[config.mk]
export PLATFORM = sky130hd
export DESIGN_NAME = keypad_scanner
export DESIGN_NICKNAME = d
export VERILOG_FILES = /design/src/rtl/keypad_scanner.sv
export SDC_FILE = /design/constraint.sdc
export NUM_CORES = 1
export LEC_CHECK = 0
export ABC_CLOCK_PERIOD_IN_PS = 4500
export CELL_PAD_IN_SITES_DETAIL_PLACEMENT = 0
export CELL_PAD_IN_SITES_GLOBAL_PLACEMENT = 1
export CORE_ASPECT_RATIO = 2
export CORE_MARGIN = 2
export CORE_UTILIZATION = 50
export DETAILED_ROUTE_END_ITERATION = 16
export GPL_TIMING_DRIVEN = 0
export PLACE_DENSITY = 0.84
export SETUP_SLACK_MARGIN = 0.05
export SYNTH_ARGS = -nofsm -noshare
export SYNTH_HDL_FRONTEND = slang
export SYNTH_SLANG_ARGS = --single-unit
export TNS_END_PERCENT = 50
[constraint.sdc]
create_clock -name clock -period 4.5 [get_ports clock]
set_clock_uncertainty 0.05 [all_clocks]
set_input_delay 1.125 -clock clock [delete_from_list [all_inputs] [get_ports clock]]
set_output_delay 1.125 -clock clock [all_outputs]
set_load 0.02 [all_outputs]
[src/rtl/keypad_scanner.sv]
// Scans and debounces a 4x3 matrix keypad into a held key code plus a one-cycle strobe per press.
// Optional `KEY_REPEAT_EN adds an auto-repeat strobe every REPEAT_SCANS samples while a key is held.
module keypad_scanner #(
   parameter int unsigned SCAN_DIV       = 1000,
   parameter int unsigned DEBOUNCE_SCANS = 4,
   parameter logic [3:0]  NO_KEY         = 4'd10,
   parameter int unsigned REPEAT_SCANS   = 50
) (
   input  logic       clock,
   input  logic       reset,
   input  logic [3:0] row,
   output logic [2:0] col,
   output logic [3:0] key,
   output logic       key_strobe
);

   localparam int unsigned DIV_W = 16;
   localparam int unsigned CNT_W = 4;

   localparam logic [DIV_W-1:0] DIV_LAST = DIV_W'(SCAN_DIV - 1);
   localparam logic [CNT_W-1:0] DB_LAST  = CNT_W'(DEBOUNCE_SCANS);

   localparam logic [1:0] SCAN     = 2'd0;
   localparam logic [1:0] PRESS_DB = 2'd1;
   localparam logic [1:0] HELD     = 2'd2;
   localparam logic [1:0] REL_DB   = 2'd3;

   // Elaboration-time parameter range checks
   generate
      if (SCAN_DIV < 2 || SCAN_DIV > 65535) begin : g_bad_scan_div
         $error("keypad_scanner: SCAN_DIV out of range 2..65535");
      end
      if (DEBOUNCE_SCANS < 1 || DEBOUNCE_SCANS > 15) begin : g_bad_debounce
         $error("keypad_scanner: DEBOUNCE_SCANS out of range 1..15");
      end
      if (REPEAT_SCANS < 1 || REPEAT_SCANS > 255) begin : g_bad_repeat
         $error("keypad_scanner: REPEAT_SCANS out of range 1..255");
      end
   endgenerate

   logic [3:0]       row_s1, row_s2;
   logic [DIV_W-1:0] div_cnt;
   logic             tick;

   logic [1:0]       state, state_d;
   logic [2:0]       col_d;
   logic [3:0]       key_d;
   logic             strobe_d;
   logic [3:0]       cap_code, cap_code_d;
   logic [CNT_W-1:0] db_cnt, db_cnt_d, db_inc;

   logic [1:0]       col_idx;
   logic             samp_valid;
   logic             samp_zero;
   logic [3:0]       samp_code;
   logic             rep_fire;

   // Two-flop synchronizer for the asynchronous row inputs
   always_ff @(posedge clock or posedge reset) begin
      if (reset) begin
         row_s1 <= '0;
         row_s2 <= '0;
      end else begin
         row_s1 <= row;
         row_s2 <= row_s1;
      end
   end

   // Column dwell divider; the sample tick is its last count
   always_ff @(posedge clock or posedge reset) begin
      if (reset) begin
         div_cnt <= '0;
      end else if (tick) begin
         div_cnt <= '0;
      end else begin
         div_cnt <= div_cnt + DIV_W'(1);
      end
   end

   assign tick   = (div_cnt == DIV_LAST);
   assign db_inc = db_cnt + CNT_W'(1);

   // Row/column decode: only single-row samples produce a code
   always_comb begin
      samp_valid = 1'b0;
      samp_code  = NO_KEY;
      samp_zero  = (row_s2 == 4'b0000);
      case (col)
         3'b010:  col_idx = 2'd1;
         3'b100:  col_idx = 2'd2;
         default: col_idx = 2'd0;
      endcase
      case (row_s2)
         4'b0001: begin
            samp_valid = 1'b1;
            samp_code  = 4'd1 + {2'b00, col_idx};
         end
         4'b0010: begin
            samp_valid = 1'b1;
            samp_code  = 4'd4 + {2'b00, col_idx};
         end
         4'b0100: begin
            samp_valid = 1'b1;
            samp_code  = 4'd7 + {2'b00, col_idx};
         end
         4'b1000: begin
            samp_valid = 1'b1;
            case (col_idx)
               2'd0:    samp_code = 4'd11;
               2'd1:    samp_code = 4'd0;
               default: samp_code = 4'd12;
            endcase
         end
         default: begin
            samp_valid = 1'b0;
         end
      endcase
   end

`ifdef KEY_REPEAT_EN
   localparam int unsigned      REP_W    = 8;
   localparam logic [REP_W-1:0] REP_LAST = REP_W'(REPEAT_SCANS);

   logic [REP_W-1:0] rep_cnt, rep_cnt_d;

   // Repeat counter runs only while a key stays held; any other tick clears it
   always_comb begin
      rep_cnt_d = rep_cnt;
      rep_fire  = 1'b0;
      if (tick) begin
         if (state == HELD && !samp_zero) begin
            if (rep_cnt + REP_W'(1) == REP_LAST) begin
               rep_fire  = 1'b1;
               rep_cnt_d = '0;
            end else begin
               rep_cnt_d = rep_cnt + REP_W'(1);
            end
         end else begin
            rep_cnt_d = '0;
         end
      end
   end

   always_ff @(posedge clock or posedge reset) begin
      if (reset) begin
         rep_cnt <= '0;
      end else begin
         rep_cnt <= rep_cnt_d;
      end
   end
`else
   assign rep_fire = 1'b0;
`endif

   // Scan/debounce FSM state and registered outputs
   always_ff @(posedge clock or posedge reset) begin
      if (reset) begin
         state      <= SCAN;
         col        <= 3'b001;
         key        <= NO_KEY;
         key_strobe <= 1'b0;
         cap_code   <= '0;
         db_cnt     <= '0;
      end else begin
         state      <= state_d;
         col        <= col_d;
         key        <= key_d;
         key_strobe <= strobe_d;
         cap_code   <= cap_code_d;
         db_cnt     <= db_cnt_d;
      end
   end

   always_comb begin
      state_d    = state;
      col_d      = col;
      key_d      = key;
      strobe_d   = 1'b0;
      cap_code_d = cap_code;
      db_cnt_d   = db_cnt;
      if (tick) begin
         case (state)
            SCAN: begin
               if (samp_valid) begin
                  cap_code_d = samp_code;
                  db_cnt_d   = CNT_W'(1);
                  if (DB_LAST == CNT_W'(1)) begin
                     state_d  = HELD;
                     key_d    = samp_code;
                     strobe_d = 1'b1;
                  end else begin
                     state_d = PRESS_DB;
                  end
               end else begin
                  col_d = {col[1:0], col[2]};
               end
            end
            PRESS_DB: begin
               if (samp_valid && samp_code == cap_code) begin
                  db_cnt_d = db_inc;
                  if (db_inc == DB_LAST) begin
                     state_d  = HELD;
                     key_d    = cap_code;
                     strobe_d = 1'b1;
                  end
               end else begin
                  state_d = SCAN;
               end
            end
            HELD: begin
               // Only an empty row counts as a release candidate here
               if (samp_zero) begin
                  db_cnt_d = CNT_W'(1);
                  if (DB_LAST == CNT_W'(1)) begin
                     state_d = SCAN;
                     key_d   = NO_KEY;
                  end else begin
                     state_d = REL_DB;
                  end
               end
            end
            default: begin
               if (samp_zero) begin
                  db_cnt_d = db_inc;
                  if (db_inc == DB_LAST) begin
                     state_d = SCAN;
                     key_d   = NO_KEY;
                  end
               end else begin
                  state_d = HELD;
               end
            end
         endcase
      end
      if (rep_fire) begin
         strobe_d = 1'b1;
      end
   end

endmodule

==> results.md <==
* Vias per cell at about 5.7
* Buf/Inv on CP at 1
* RSZ-0062 raised after global routing: false
* Fmax at ~360 MHz
* CP max FO at 10
* Ratio of cells with drive above 1 in the final layout at 0.129
* Met2 Usage GRT at 0.404
* Die W at a little over 50 µm
* DR pass1 iterations at 4
* CTS Buffer Depth at 2
* Yosys top cell by area: dfrtp_1
* Largest net degree at the start of global routing at 43
* M3 GR Usage at 0.0336
* Post-synthesis cell area at between 2000 and 2500 µm²
* Vias at around 1600
* Initial antenna violation count at 0
* Worst slew pin tran at roughly 950 ps
* Ys Warns at 0
* Period utilization at 0.625
* Post-synthesis async set-or-reset flop share at 1.00
* Number of max-cap violations at 0
* H-tree Lvls at 2
* Critical-path cell list: buf_2 > nor3b_1 > mux2_2 > o21bai_1 > nor3b_2 > nand3_2 > a21oi_1 > mux2_1
* Clk_lat worst skew at slightly below 300 ps
* Synth area leaders: dfrtp_1 44%, nor2_1 4.3%, dfstp_2 3.6%
* Mux contribution to synthesized area at 0.0347
* GP Congestion at ~0.77
* Hold Crit Class: flop to flop
* IO Port Bufs at 13
* HPWL Detailed at 3.45 mm
* Core Util, Final at 0.584
* Die area at 4970 µm²
* Pwr Density at between 200 and 300 nW/µm²
* Routed Antenna Nets at 0
* Status: complete, no violations
* # rows at 34
* Drt total wl at 4.54 mm
* First-pass GRT wire length at between 7 and 8 mm
* Fin crit period at about 2800 ps
* Count leader, synth: dfrtp_1
* I/O pin count at 14
* Synth cell types at between 50 and 60
* Area fraction in compound gates after synthesis at 0.120
* Area Growth Syn to Fin at 14.3%
* CTS root buf: clkbuf_8
* WL per Instance at around 16 µm
* Die height at 97.7 µm
* Worst Setup End Kind: flop
* Hold Violations, Final at 0
* Avg Cell Area, Syn at ~10 µm²
* Post-synth top area share at 0.444
* CORE AREA at roughly 4300 µm²
* Max-slew violation count at 0
* Final setup fails at 0
* CTS resizes at 0
* Clock-pin slew of the registers on the worst-case setup and hold paths at 70 ps
* TritonCTS Buffers at 5
* CP delay by family, top: simple AND/OR/NAND/NOR gates
* Synthesized flop and latch total at 42
* EDFF count, synth at 0
* Met1 Use GR at 0.211
* ANT cells at 0
* CTS tree: built
* Remaining DRCs at 0
* Largest family of logic cells by synthesized area: simple AND/OR/NAND/NOR gates
* Starting Density at 0.511
* Number of global-route vias before repair at 1773
* Post-synthesis instance total at between 200 and 250
* Iter 0 DRT Violations at 21
* GR peak layer: met2
* Max VDD drop at approximately 0.32 mV
* Post-layout net count at between 200 and 250
* CP max stage cell: nor3b_1
* WP data arrival at between 2000 and 3000 ps
* All-Layer GR Usage at 0.212
* Worst path max stage delay at roughly 470 ps
* Relative slew slack at 0.361
* Synth Area in Adders at 0.0342
* WP data required at 4620 ps
* Flop2flop setup slack at about 1700 ps
* Sequential fraction of the synthesis area at 0.480
* Total grt overflow at 0
* Num Clock Sinks at 42
* Post-CTS setup buffer count at 0
* Syn nets at roughly 220
* Crit start category: flop
* Synth Area in Simple Gates at 0.235
* Most used DFF post-synth: dfrtp_1
* Cell leakage power at about 1.1 nW
* CTS Hold Buffers Added at 0
* Setup TNS at 0 ps
* Commonest cells in the netlist: 39 x dfrtp_1, 25 x nor2_1, 17 x nand2_1
* WS Path Type: flop to flop
* Post-synthesis xor/xnor area fraction at 0.0678
worst register-to-register path: stages, from the launching register on:
cell,delay (ps)
dfstp_2,380
buf_2,170
nor3b_1,470
mux2_2,440
o21bai_1,130
nor3b_2,240
nand3_2,180
a21oi_1,300
mux2_1,350
power by group:
| group | leakage (nW) | switching [W] | internal [W] |
|---|---|---|---|
| combinational | 0.463 | 0.0000207 | 0.0000126 |
| sequential | 0.543 | 0.00000287 | 0.000381 |
| clock | 0.0585 | 0.000123 | 0.000181 |
logic make-up after synthesis:
kind of cell	Yosys count
buffers and inverters	14
adder cells (fa/ha/maj)	6
multiplexers	7
XOR/XNOR	17
AO/OA/AOI/OAI	35
AND/OR/NAND/NOR	90
flip-flops	42
metal layers:
metal  wire [µm]  vias up
li1            -      792
met1        1640      812
met2        2710       18
met3          63       10
met4         132        0
met5           0        -
worst paths after layout:
path,from,end,cells after the start
worst max-delay path,col[0],db_cnt[0],8
worst min-delay path,row_s1[0],row_s2[0],0
worst max register to register,col[0],db_cnt[0],8
worst min register to register,row_s1[0],row_s2[0],0
max in group asynchronous,reset,div_cnt[9],2
min in group asynchronous,reset,row_s2[3],2
cell usage in the layout, fill, tap and decap left out, types with 2 or more instances in the layout:
cell	n
dfrtp_1	39
nor2_1	25
nand2_1	17
clkdlybuf4s50_1	13
nand3_1	10
xor2_1	9
inv_1	8
xnor2_1	8
a21oi_1	6
ha_1	6
clkbuf_8	6
nor4_1	5
a22o_1	5
or3_1	4
o21ai_0	4
mux2_2	3
nand2b_1	3
dfstp_2	3
buf_4	2
buf_2	2
nor3b_1	2
nor4b_2	2
nor4b_1	2
a211o_1	2
o21bai_1	2
nand4_1	2
clkbuf_1	2
or4_4	2
a21o_1	2
a211oi_1	2
mux2i_1	2
mux2_1	2
or2_1	2
o22a_1	2
nor3_1	2
flip-flops by register name (all words and copies together) (netlist names):
signal      flops
div_cnt        16
cap_code        4
db_cnt          4
key             4
row_s1          4
row_s2          4
col             3
state           2
key_strobe      1
per-stage QoR:
stage	area (µm²)	total power, W	hold slack (ps)	std cells	setup WS (ps)
global route	2510	0.000752	307	286	1480
global placement	2390	0.000423	282	278	1590
finish	2510	0.000721	301	286	1690
CTS	2510	0.000736	304	286	1700
floorplan	2200	0.000413	281	211	1930
detailed placement	2390	0.000425	285	278	1710
area by class of cell:
class / instances / area, µm²
well taps: 54 / 67.6
clock buffers: 7 / 86.3
repair buffers: 13 / 130
multi-input cells: 155 / 1080
fillers: 383 / 1790
plain buffers: 5 / 28.8
inverters: 9 / 33.8
clock inverters: 1 / 30.0
flip-flops and latches: 42 / 1050
Note: power is estimated with default switching activity, not from simulation.
